### src/rtl/bp_cce_inv_seq.sv
// Invalidation sequencer: issues one invalidate per sharer (lowest LCE first), counts acks, pulses done.
// First command one cycle after start; command held stable while inv_ready_i is low, start only taken in idle.
module bp_cce_inv_seq #(
  parameter int num_lce_p         = 8,
  parameter int lce_assoc_width_p = 3,
  parameter int lce_id_width_p    = 3,
  localparam int cnt_width_lp     = $clog2(num_lce_p + 1),
  localparam int lce_sel_width_lp = $clog2(num_lce_p)
) (
  input  logic                                   clk_i,
  input  logic                                   reset_i,
  input  logic                                   start_v_i,
  output logic                                   start_ready_o,
  input  logic [num_lce_p-1:0]                   sharers_hits_i,
  input  logic [num_lce_p*lce_assoc_width_p-1:0] sharers_ways_i,
  input  logic [lce_id_width_p-1:0]              req_lce_i,
  input  logic                                   exclude_req_i,
  output logic                                   inv_v_o,
  input  logic                                   inv_ready_i,
  output logic [lce_id_width_p-1:0]              inv_lce_o,
  output logic [lce_assoc_width_p-1:0]           inv_way_o,
  input  logic                                   ack_v_i,
  output logic                                   busy_o,
  output logic                                   done_v_o,
  output logic [cnt_width_lp-1:0]                inv_count_o,
  output logic                                   err_o
);

  typedef enum logic [1:0] {e_idle, e_send, e_wait, e_done} state_e;

  state_e                                 state_r, state_n;
  logic [num_lce_p-1:0]                   mask_r, mask_n, start_mask;
  logic [num_lce_p*lce_assoc_width_p-1:0] ways_r, ways_n;
  logic [cnt_width_lp-1:0]                pend_r, pend_n, cnt_r, cnt_n;
  logic                                   err_r, err_n;
  logic                                   hs, ack_ok;

  // Scan downward so the lowest set bit is the one that sticks.
  always_comb begin
    inv_lce_o = '0;
    inv_way_o = '0;
    for (int i = num_lce_p - 1; i >= 0; i--) begin
      if (mask_r[i]) begin
        inv_lce_o = lce_id_width_p'(i);
        inv_way_o = ways_r[i*lce_assoc_width_p +: lce_assoc_width_p];
      end
    end
  end

  assign start_mask = sharers_hits_i &
                      ~(exclude_req_i ? (num_lce_p'(1) << req_lce_i[lce_sel_width_lp-1:0]) : '0);

  always_comb begin
    state_n       = state_r;
    mask_n        = mask_r;
    ways_n        = ways_r;
    cnt_n         = cnt_r;
    err_n         = err_r;
    start_ready_o = (state_r == e_idle);
    inv_v_o       = (state_r == e_send);
    busy_o        = (state_r != e_idle);
    done_v_o      = (state_r == e_done);

    hs     = inv_v_o & inv_ready_i;
    // An ack with nothing outstanding is flagged and dropped, so pending never wraps.
    ack_ok = ack_v_i & (pend_r != '0) & ((state_r == e_send) | (state_r == e_wait));
    if (ack_v_i & ~ack_ok) err_n = 1'b1;
    pend_n = pend_r + cnt_width_lp'(hs) - cnt_width_lp'(ack_ok);

    unique case (state_r)
      e_idle: begin
        if (start_v_i) begin
          mask_n  = start_mask;
          ways_n  = sharers_ways_i;
          cnt_n   = '0;
          pend_n  = '0;
          state_n = (start_mask != '0) ? e_send : e_done;
        end
      end
      e_send: begin
        if (hs) begin
          mask_n = mask_r & (mask_r - num_lce_p'(1));
          cnt_n  = cnt_r + cnt_width_lp'(1);
          if (mask_n == '0) state_n = (pend_n != '0) ? e_wait : e_done;
        end
      end
      e_wait: begin
        if (pend_n == '0) state_n = e_done;
      end
      e_done: begin
        state_n = e_idle;
      end
      default: state_n = e_idle;
    endcase
  end

  always_ff @(posedge clk_i) begin
    if (!reset_i) begin
      state_r <= e_idle;
      mask_r  <= '0;
      ways_r  <= '0;
      pend_r  <= '0;
      cnt_r   <= '0;
      err_r   <= 1'b0;
    end else begin
      state_r <= state_n;
      mask_r  <= mask_n;
      ways_r  <= ways_n;
      pend_r  <= pend_n;
      cnt_r   <= cnt_n;
      err_r   <= err_n;
    end
  end

  assign inv_count_o = cnt_r;
  assign err_o       = err_r;

endmodule

### config.mk
export PLATFORM = sky130hd
export DESIGN_NAME = bp_cce_inv_seq
export DESIGN_NICKNAME = d
export VERILOG_FILES = /design/src/rtl/bp_cce_inv_seq.sv
export SDC_FILE = /design/constraint.sdc
export NUM_CORES = 1
export LEC_CHECK = 0
export CORE_AREA = 2 2 80 82
export CTS_BUF_LIST = sky130_fd_sc_hd__clkbuf_16
export DETAILED_ROUTE_END_ITERATION = 16
export DIE_AREA = 0 0 82 84
export PLACE_DENSITY = 0.73
export SYNTH_ARGS = -nofsm -noshare
export SYNTH_HDL_FRONTEND = slang
export SYNTH_SLANG_ARGS = --single-unit
export TNS_END_PERCENT = 20
### constraint.sdc
create_clock -name clk_i -period 3.3 [get_ports clk_i]
set_input_delay 0.33 -clock clk_i [delete_from_list [all_inputs] [get_ports clk_i]]
set_output_delay 0.33 -clock clk_i [all_outputs]
set_load 0.005 [all_outputs]
Word-level counts from Yosys, hierarchy flattened. Index checks and enable logic that the tools add are counted.

ROM bits: 0. Memories kept: 0. Logic and storage cells: 70. Output and inout bits: 15. RAM bits: 0. Bits in latches: 0. Register bits after elaboration: 43.

Add/subtract/negate cells: 4. Multipliers: 0. Bitwise gates (word level): 9. Equality and inequality tests: 7. Div/mod/pow operators: 0. $lt $le $gt $ge: 0. Shifts and indexed selects: 1. Multiplexer cells: 32. Reductions and logical operators: 11.

Operators with widths (number): 3-bit two-way mux (16); 8-bit two-way mux (3); 8-bit AND (2); 4-bit two-way mux (4); 8-bit case mux with 2 select lines (1); 2-bit two-way mux (5); 8-bit logical NOT (1); 8-bit NOT (1); 2-bit case mux with 4 select lines (1); 4-bit case mux with 2 select lines (1); 4-bit nonzero test (2); 8-bit nonzero test (1); 1-bit by 3-bit left shift with 8-bit output (first input constant) (1); 8-bit by 1-bit subtractor with 8-bit output (second input constant) (1); 2-bit by 1-bit inequality test with 1-bit output (second input constant) (3); 4-bit by 1-bit adder with 4-bit output (1); 4-bit by 1-bit adder with 4-bit output (second input constant) (1); 1-bit AND (4); 2-bit == test (second input constant) (2); 4-bit logical NOT (1); 4-bit AND reduction (1); 2-bit nonzero test (2); 4-bit by 1-bit subtractor with 4-bit output (1); 3-bit AND reduction (1); other kinds (7) (7).

Depth between registers and ports, before layout. Gate-level depths: netlist of run 1.

Depth after elaboration: 9. Mapped depth: 13. Gate-level depth less buffers: 13.

Worst setup path before layout of run 1. OpenSTA, ideal clock, no wires.

Path kind: register to register. Start: reg state_r[1]. End: reg state_r[0]. Required time: 3181 ps. Arrival: 3514 ps. Library setup time: 119 ps. Path slack: -333 ps. Buffers on the path: 1. Stages on the path, launching flop included: 14. Cell sequence: dfxtp_1 inv_1 ha_1 clkbuf_1 nand2_1 ha_1 inv_1 ha_1 fa_1 or3_1 a211o_1 and3_1 or4_1 o221a_1.

Word-level cells in the longest chain between the ends: 9. Elaborated cells between the ends (all ways): 20. Those cells by class: 2 x add/sub; 7 x eq/ne; 4 x mux; 3 x bitwise; 4 x reduce/logical.

RTL lines: start, declared (line 31) `state_e state_r, state_n;`; start signal, assigned (line 99) `state_r <= e_idle;`; start signal, assigned (line 106) `state_r <= state_n;`; 2-bit by 1-bit == test with 1-bit output * (line 60) `inv_v_o = (state_r == e_send);`; via inv_v_o (line 18) `output logic inv_v_o,`; 1-bit AND or 1-bit bitwise OR (tied branches) (line 64, 66); 4-bit by 1-bit adder with 4-bit output or 1-bit AND (tied branches) (line 68, 66); 4-bit by 1-bit subtractor with 4-bit output (line 68) `pend_n = pend_r + cnt_width_lp'(hs) - cnt_width_lp'(ack_ok);`; 4-bit nonzero test (line 84) `if (mask_n == '0) state_n = (pend_n != '0) ? e_wait : e_done;`; 1-bit two-way mux (line 84); 2-bit two-way mux (line 84); 2-bit two-way mux (line 81) `if (hs) begin`; 2-bit case mux with 4 select lines (line 70) `unique case (state_r)`.

The timed path passes the listed nets; every way through them passes the cells marked *. The select of a mux whose other input is x is not followed. A chain may end at the register's enable or synchronous reset.

Worst setup path in the final report of run 1.
Start: reg state_r[0]. End: reg state_r[0].

Word-level cells in the longest chain between the ends: 9. Elaborated cells between the ends (all ways): 20. Those cells by class: 2 x add/sub; 7 x eq/ne; 4 x mux; 3 x bitwise; 4 x reduce/logical.

RTL lines (line): 2-bit by 1-bit == test with 1-bit output or 2-bit == test (tied branches) (60, 66, 70); 1-bit AND or 1-bit bitwise OR (tied branches) (64, 66); 4-bit by 1-bit adder with 4-bit output or 1-bit AND (tied branches) (68, 66); 4-bit by 1-bit subtractor with 4-bit output (68); 4-bit nonzero test (84); 1-bit two-way mux (84); 2-bit two-way mux (84); 2-bit two-way mux (81); 2-bit case mux with 4 select lines (70).

Parallel ways exist; a longest one is shown, timed or not. The select of a mux whose other input is x is not followed.

==> impl_metrics.csv, run 1 <==
group,metric,value,unit
clocking,cts-buffers-inserted,5,
clocking,cts_buffer_depth,2,
timing,slew_violations,0,
yosys,synth_area,2610,sq um
timing,finalSetupViolations,0,
grt,grt_pass1_vias,2316,
detailed_routing,final_antenna_net_count,0,
grt,grt_pass1_wl,10600,um
yosys,yosys_warnings,0,
detailed_routing,route.detailed.drc,0,
detailed_routing,vias,2535,
die,dieHeight,84,um
timing,worst_pin_slew,0.848,ns
cells_and_area,utilization,57.9,%
setup_path,required,3.47,ns
flow_run,maxCapViolCount,0,
detailed_routing,detail_route.wl_per_cell,13.7,um
die,fp-row-count,29,
yosys,ys.flop_type,"dfxtp_1",
yosys,synthArstFlopShare,0,%
power_and_ir_drop,pwr_density_cell,731,nW/um^2
clocking,htreeDepth,2,
yosys,ys_top_cells_by_area,"dfxtp_1 (33%), nand2_1 (9.8%), a21boi_0 (8.6%)",
detailed_routing,via_per_inst,5.38,
setup_path,worst_ep_arrival_time,3.42,ns
yosys,yosysUniqueCellTypes,49,
yosys,syn_area_per_cell,7.73,sq um
cells_and_area,final_nets,445,
cells_and_area,n_antenna_cell,0,
timing,max_freq,307,MHz
status,status,"complete, no violations",
yosys,synth_top_area_share,33.0,%
placement,place_hpwl,4560,um
die,io_pins,56,
yosys,syn_inst,338,
cells_and_area,drive_above_1_share,11.9,%
clocking,clock_latency,0.29,ns
yosys,synth_seq_cells,43,
clocking,numClockSinks,43,
timing,fin_ws,0.0449,ns
placement,gp_congestion,0.760,
placement,dp_cells,457,
grt,grt_max_degree,30,
worst_hold_path,min_path_type,"reg -> reg",
setup_path,cp-start-kind,"flip-flop",
clocking,cts_tree,"built",
timing,hold_viol,0,
timing,rsz0062_at_grt,"yes",
detailed_routing,wl,6460,um
grt,antenna_found_initial,0,
die,dieArea,6890,sq um
timing,skew,0.00628,ns
grt,grt-ovfl-total,0,
detailed_routing,drt_iter0_drc,143,
setup_path,cp-end-kind,"flip-flop",
placement,numPortBuffers,55,
timing,fin_crit,3.26,ns
cells_and_area,fillers,569,
die,start_util,42.8,%
cells_and_area,multiInputGateArea,1670,sq um
power_and_ir_drop,ir_worst_vdd,0.323,mV
cells_and_area,ff_latch_area,863,sq um
detailed_routing,first_pass_iters,4,
placement,dp_slack,-0.163,ns
yosys,seq_area_frac_synth,33.0,%
timing,maxSlewHeadroom,43.4,%
die,core-area,6100,sq um
yosys,synthesis.nets,390,
yosys,yosysTopAreaCell,"dfxtp_1",
grt,grt_usage,19.1,%
yosys,synth_edf_count,0,
cells_and_area,area_growth_syn_to_layout,35.3,%
timing,setup_tns,0,ns
setup_path,path_max_fanout,2,
power_and_ir_drop,power_leakage,1.35,nW
cells_and_area,layout.cells.non_filler,471,
timing,period_share,98.6,%
clocking,cts_root_buf,"clkbuf_16",
setup_path,critPathKind,"reg -> reg",
clocking,hold_buffers,0,
clocking,path_clk_slew,0.06,ns
die,dieWidth,82,um
path summary, 6_finish.rpt:
| kind | to | startpoint | cells after the start | slack [ns] |
|---|---|---|---|---|
| max reg2reg | state_r[0]$_SDFFE_PN0P_ | state_r[0]$_SDFFE_PN0P_ | 13 | 0.04 |
| min | ways_r[21]$_SDFFE_PN0P_ | ways_r[21]$_SDFFE_PN0P_ | 2 | 0.46 |
| max | state_r[0]$_SDFFE_PN0P_ | state_r[0]$_SDFFE_PN0P_ | 13 | 0.04 |
| min reg2reg | ways_r[21]$_SDFFE_PN0P_ | ways_r[21]$_SDFFE_PN0P_ | 2 | 0.46 |
placed cells by master (no fill, tap or decap), types with 3 or more instances in the layout:
| master | netlist | routed |
|---|---|---|
| a211o_1 | 4 | 4 |
| a21boi_0 | 30 | 30 |
| a21oi_1 | 18 | 17 |
| a31oi_1 | 5 | 5 |
| and2_1 | 4 | 4 |
| and3_1 | 6 | 5 |
| and3b_2 | 3 | 3 |
| buf_4 | 0 | 18 |
| clkbuf_16 | 0 | 5 |
| clkdlybuf4s50_1 | 0 | 55 |
| dfxtp_1 | 43 | 41 |
| ha_1 | 10 | 7 |
| ha_4 | 0 | 3 |
| inv_1 | 14 | 11 |
| inv_2 | 0 | 3 |
| mux2i_1 | 4 | 4 |
| nand2_1 | 68 | 67 |
| nand2b_1 | 3 | 3 |
| nand3_1 | 10 | 10 |
| nor2_1 | 22 | 22 |
| nor2b_1 | 7 | 7 |
| nor3b_1 | 6 | 6 |
| o21ai_0 | 12 | 12 |
| o41ai_1 | 3 | 3 |
| or3_1 | 5 | 5 |
what timing repair did:
action	in CTS	in global routing
pin swaps	6	7
gates resized for setup	6	4
buffers inserted	3	3
setup endpoints to repair	2	2
kinds of logic after synthesis:
logic type | count (synthesis) | share of synthesized area [%]
buffers and inverters | 39 | 5.75
XOR/XNOR | 3 | 1.01
multiplexers | 4 | 1.53
AO/OA/AOI/OAI | 94 | 26.7
flip-flops | 43 | 33.0
adder cells (fa/ha/maj) | 12 | 5.94
AND/OR/NAND/NOR | 143 | 26.1
per-layer routing:
layer	up-vias	GRT usage [%]	wire, um
li1	1291	-	-
met1	1176	26.1	3070
met2	63	30.9	3040
met3	5	3.25	292
met4	0	4.70	53
met5	-	0	0
critical path, stage by stage (launching register included):
cell	delay, ns
dfxtp_2	0.33
inv_2	0.05
ha_4	0.26
nand2_2	0.05
a21oi_2	0.12
ha_1	0.25
inv_2	0.07
ha_4	0.13
fa_1	0.42
or3_1	0.39
a211o_1	0.26
and3_4	0.18
or4_4	0.41
o221a_1	0.22
cell usage after synthesis, types with 5 or more instances:
cell	n
nand3_1	10
nand2_1	68
ha_1	10
or3_1	5
o21ai_0	12
nor2_1	22
inv_1	14
a21boi_0	30
a31oi_1	5
dfxtp_1	43
nor2b_1	7
a21oi_1	18
clkbuf_1	22
and3_1	6
nor3b_1	6
where the power goes:
part,internal [mW],total (mW),switching (mW)
clock,0.357,0.565,0.208
sequential,0.620,0.728,0.108
combinational,0.664,1.29,0.627
total,1.64,2.58,0.943
state kept, by name (all words and copies together) (netlist names):
signal and count:
mask_r 8, inv_count_o 4, pend_r 4, state_r 2
ways_r 24, err_o 1
per-stage QoR:
step           area, sq um  total power, mW  hold WS, ns
6_report              3530             2.58        0.461
2_1_floorplan         2650             1.47        0.439
5_1_grt               3530             2.75        0.489
4_1_cts               3490             2.50        0.464
3_3_place_gp          3270             1.85        0.450
3_5_place_dp          3270             1.88        0.456
layout make-up:
type	instances	area share, %
timing repair buffer	73	19.4
inverter	14	1.49
tap	77	2.73
sequential	43	24.4
clock inverter	3	1.24
multi-input combinational	256	47.1
clock buffer	5	3.54
Note: power is estimated with default switching activity, not from simulation.
==> inputs of run 2 (changes only) <==
- CORE_AREA: 2 2 80 82 -> 4 4 82 84
- DIE_AREA: 0 0 82 84 -> 0 0 86 88
==> run 2 against run 1 <==
  * Register-to-register slack improved by 0.05 ns
  * Sequential cell count unchanged
  * Final cell count decreased by 1.5%
  * Clock skew decreased by 0.0035 ns
  * Wire length decreased by 1.9%
  * Global-route usage decreased by 1.5 points
  * Fmax increased by 1.7%
  * Die area increased by 9.9%
  * First-iteration DRC count increased by 22%
  * Critical path type unchanged
  * Combinational power decreased by 8%
  * Via count increased by 0.43%
==> impl_metrics.csv, run 2 (synthesized netlist as in run 1, its figures left out) <==
group,metric,value,unit
status,status,"complete, no violations",
detailed_routing,final_antenna_net_count,0,
grt,antenna_found_initial,0,
detailed_routing,detail_route.wl_per_cell,13.7,um
grt,grt_pass1_vias,2388,
worst_hold_path,worstHoldEndpoint,"ways_r[6]$_SDFFE_PN0P_",
detailed_routing,route.detailed.drc,0,
clocking,htreeDepth,2,
cells_and_area,mostFrequentLayoutCells,"nand2_1 (67), clkdlybuf4s50_1 (55), dfxtp_1 (41)",
setup_path,required,3.47,ns
timing,finalSetupViolations,0,
detailed_routing,via_per_inst,5.49,
detailed_routing,vias,2546,
setup_path,r2r_start,"state_r[0]$_SDFFE_PN0P_",
placement,numPortBuffers,55,
worst_hold_path,hold_depth,2,
placement,gp_congestion,0.799,
die,fp-row-count,28,
cells_and_area,utilization,58.6,%
setup_path,cp-end-kind,"flip-flop",
timing,maxSlewHeadroom,47.0,%
die,start_util,44.1,%
clocking,cts-buffers-inserted,5,
timing,max_freq,312,MHz
grt,grt_usage,17.5,%
clocking,numClockSinks,43,
detailed_routing,drt_iter0_drc,175,
clocking,hold_buffers,0,
detailed_routing,first_pass_iters,4,
cells_and_area,multiInputGateArea,1640,sq um
setup_path,critical_path.cell_chain,"inv_2, ha_4, nand2_2, a21oi_2, ha_1, inv_1, ha_2, fa_1, or3_1, a211o_1, and3_4, or4_1, o221a_1",
placement,place_hpwl,4640,um
die,core-area,5920,sq um
clocking,path_clk_slew,0.06,ns
die,io_pins,56,
power_and_ir_drop,power_leakage,1.32,nW
cells_and_area,top_register,"ways_r",
setup_path,cp-start-kind,"flip-flop",
die,dieHeight,88,um
setup_path,cpMaxStageDelayCell,"fa_1",
timing,skew,0.00278,ns
timing,fin_crit,3.20,ns
cells_and_area,stdcell_area,3470,sq um
timing,worst_pin_slew,0.796,ns
placement,postPlaceCellArea,3280,sq um
timing,hold_viol,0,
cells_and_area,final_nets,441,
cells_and_area,drive_above_1_share,9.77,%
timing,rsz0062_at_grt,"yes",
grt,grt-ovfl-total,0,
power_and_ir_drop,ir_worst_vdd,0.327,mV
setup_path,r2r_slack,0.1,ns
power_and_ir_drop,pwr_density_cell,705,nW/um^2
setup_path,critical-path-max-stage-delay,0.43,ns
worst_hold_path,min_path_type,"reg -> reg",
grt,grt_max_degree,43,
grt,grt_pass1_wl,10900,um
clocking,cts_root_buf,"clkbuf_16",
setup_path,path_max_fanout,3,
die,dieWidth,86,um
setup_path,critPathKind,"reg -> reg",
cells_and_area,fillers,567,
cells_and_area,n_antenna_cell,0,
setup_path,worst_ep_arrival_time,3.37,ns
clocking,clock_latency,0.28,ns
setup_path,r2r_cells,13,
cells_and_area,area_growth_syn_to_layout,32.8,%
die,dieArea,7570,sq um
cells_and_area,ff_latch_area,863,sq um
clocking,cts_tree,"built",
worst_hold_path,hold_start,"ways_r[6]$_SDFFE_PN0P_",
cells_and_area,final_common_cell,"nand2_1",
flow_run,maxCapViolCount,0,
cells_and_area,reg_top3,"ways_r (24), mask_r (8)",
cells_and_area,largest_reg_flops,24,
setup_path,reg2reg_to,"state_r[0]$_SDFFE_PN0P_",
timing,period_share,97.0,%
timing,slew_violations,0,
detailed_routing,wl,6340,um
clocking,cts_buffer_depth,2,
[run 2: layer usage]
layer / vias to the layer above / global-route usage (%) / wire [um]
li1: 1282 / - / -
met2: 77 / 29.3 / 2880
met3: 6 / 3.10 / 370
met1: 1181 / 23.6 / 3010
met5: - / 0 / 0
met4: 0 / 4.17 / 69
[run 2: through the flow]
stage / hold slack, ns / worst slack, ns / total power, mW / TNS [ns] / std cells
2_1_floorplan: 0.439 / 0.0243 / 1.47 / 0 / 338
3_3_place_gp: 0.451 / -0.0739 / 1.86 / -0.0739 / 456
3_5_place_dp: 0.456 / -0.156 / 1.88 / -0.176 / 456
4_1_cts: 0.464 / 0.0109 / 2.46 / 0 / 464
5_1_grt: 0.478 / -0.0846 / 2.63 / -0.0846 / 464
6_report: 0.461 / 0.0991 / 2.45 / 0 / 464
[run 2: power breakdown]
group	internal (mW)	switching, mW
sequential	0.621	0.0962
clock	0.352	0.189
combinational	0.593	0.595
[run 2: critical path: cells and delay by family, from the launching register on]
family                   cells  cell delay (ns)
adder cells (fa/ha/maj)      4             1.11
AND/OR/NAND/NOR              4             0.95
AO/OA/AOI/OAI                3             0.58
flip-flops                   1             0.33
buffers and inverters        2             0.11
[run 2: worst max path at each step]
stage                                       start                 endpoint  slack [ns]  depth (start not counted)
after global routing      state_r[0]$_SDFFE_PN0P_  state_r[0]$_SDFFE_PN0P_       -0.08                         13
after global placement                    ack_v_i  state_r[0]$_SDFFE_PN0P_       -0.07                         12
after detailed placement                  ack_v_i  state_r[0]$_SDFFE_PN0P_       -0.16                         13
final                     state_r[0]$_SDFFE_PN0P_  state_r[0]$_SDFFE_PN0P_         0.1                         13
after floorplan           state_r[0]$_SDFFE_PN0P_  state_r[0]$_SDFFE_PN0P_        0.02                         13
after CTS                 state_r[0]$_SDFFE_PN0P_  state_r[0]$_SDFFE_PN0P_        0.01                         13
[run 2: layout make-up]
class	instances	area share, %
Clock inverter	2	1.08
Multi-Input combinational cell	256	47.3
Timing Repair Buffer	69	18.9
Tap cell	75	2.71
Clock buffer	5	3.61
Sequential cell	43	24.9
Inverter	14	1.52
[run 2: repair_timing]
action / CTS / global route
setup endpoints to repair: 1 / 2
pin swaps: 6 / 3
hold endpoints to repair: 0 / 0
gates resized for setup: 4 / 1
gates cloned: 0 / 0
setup buffers: 1 / 0
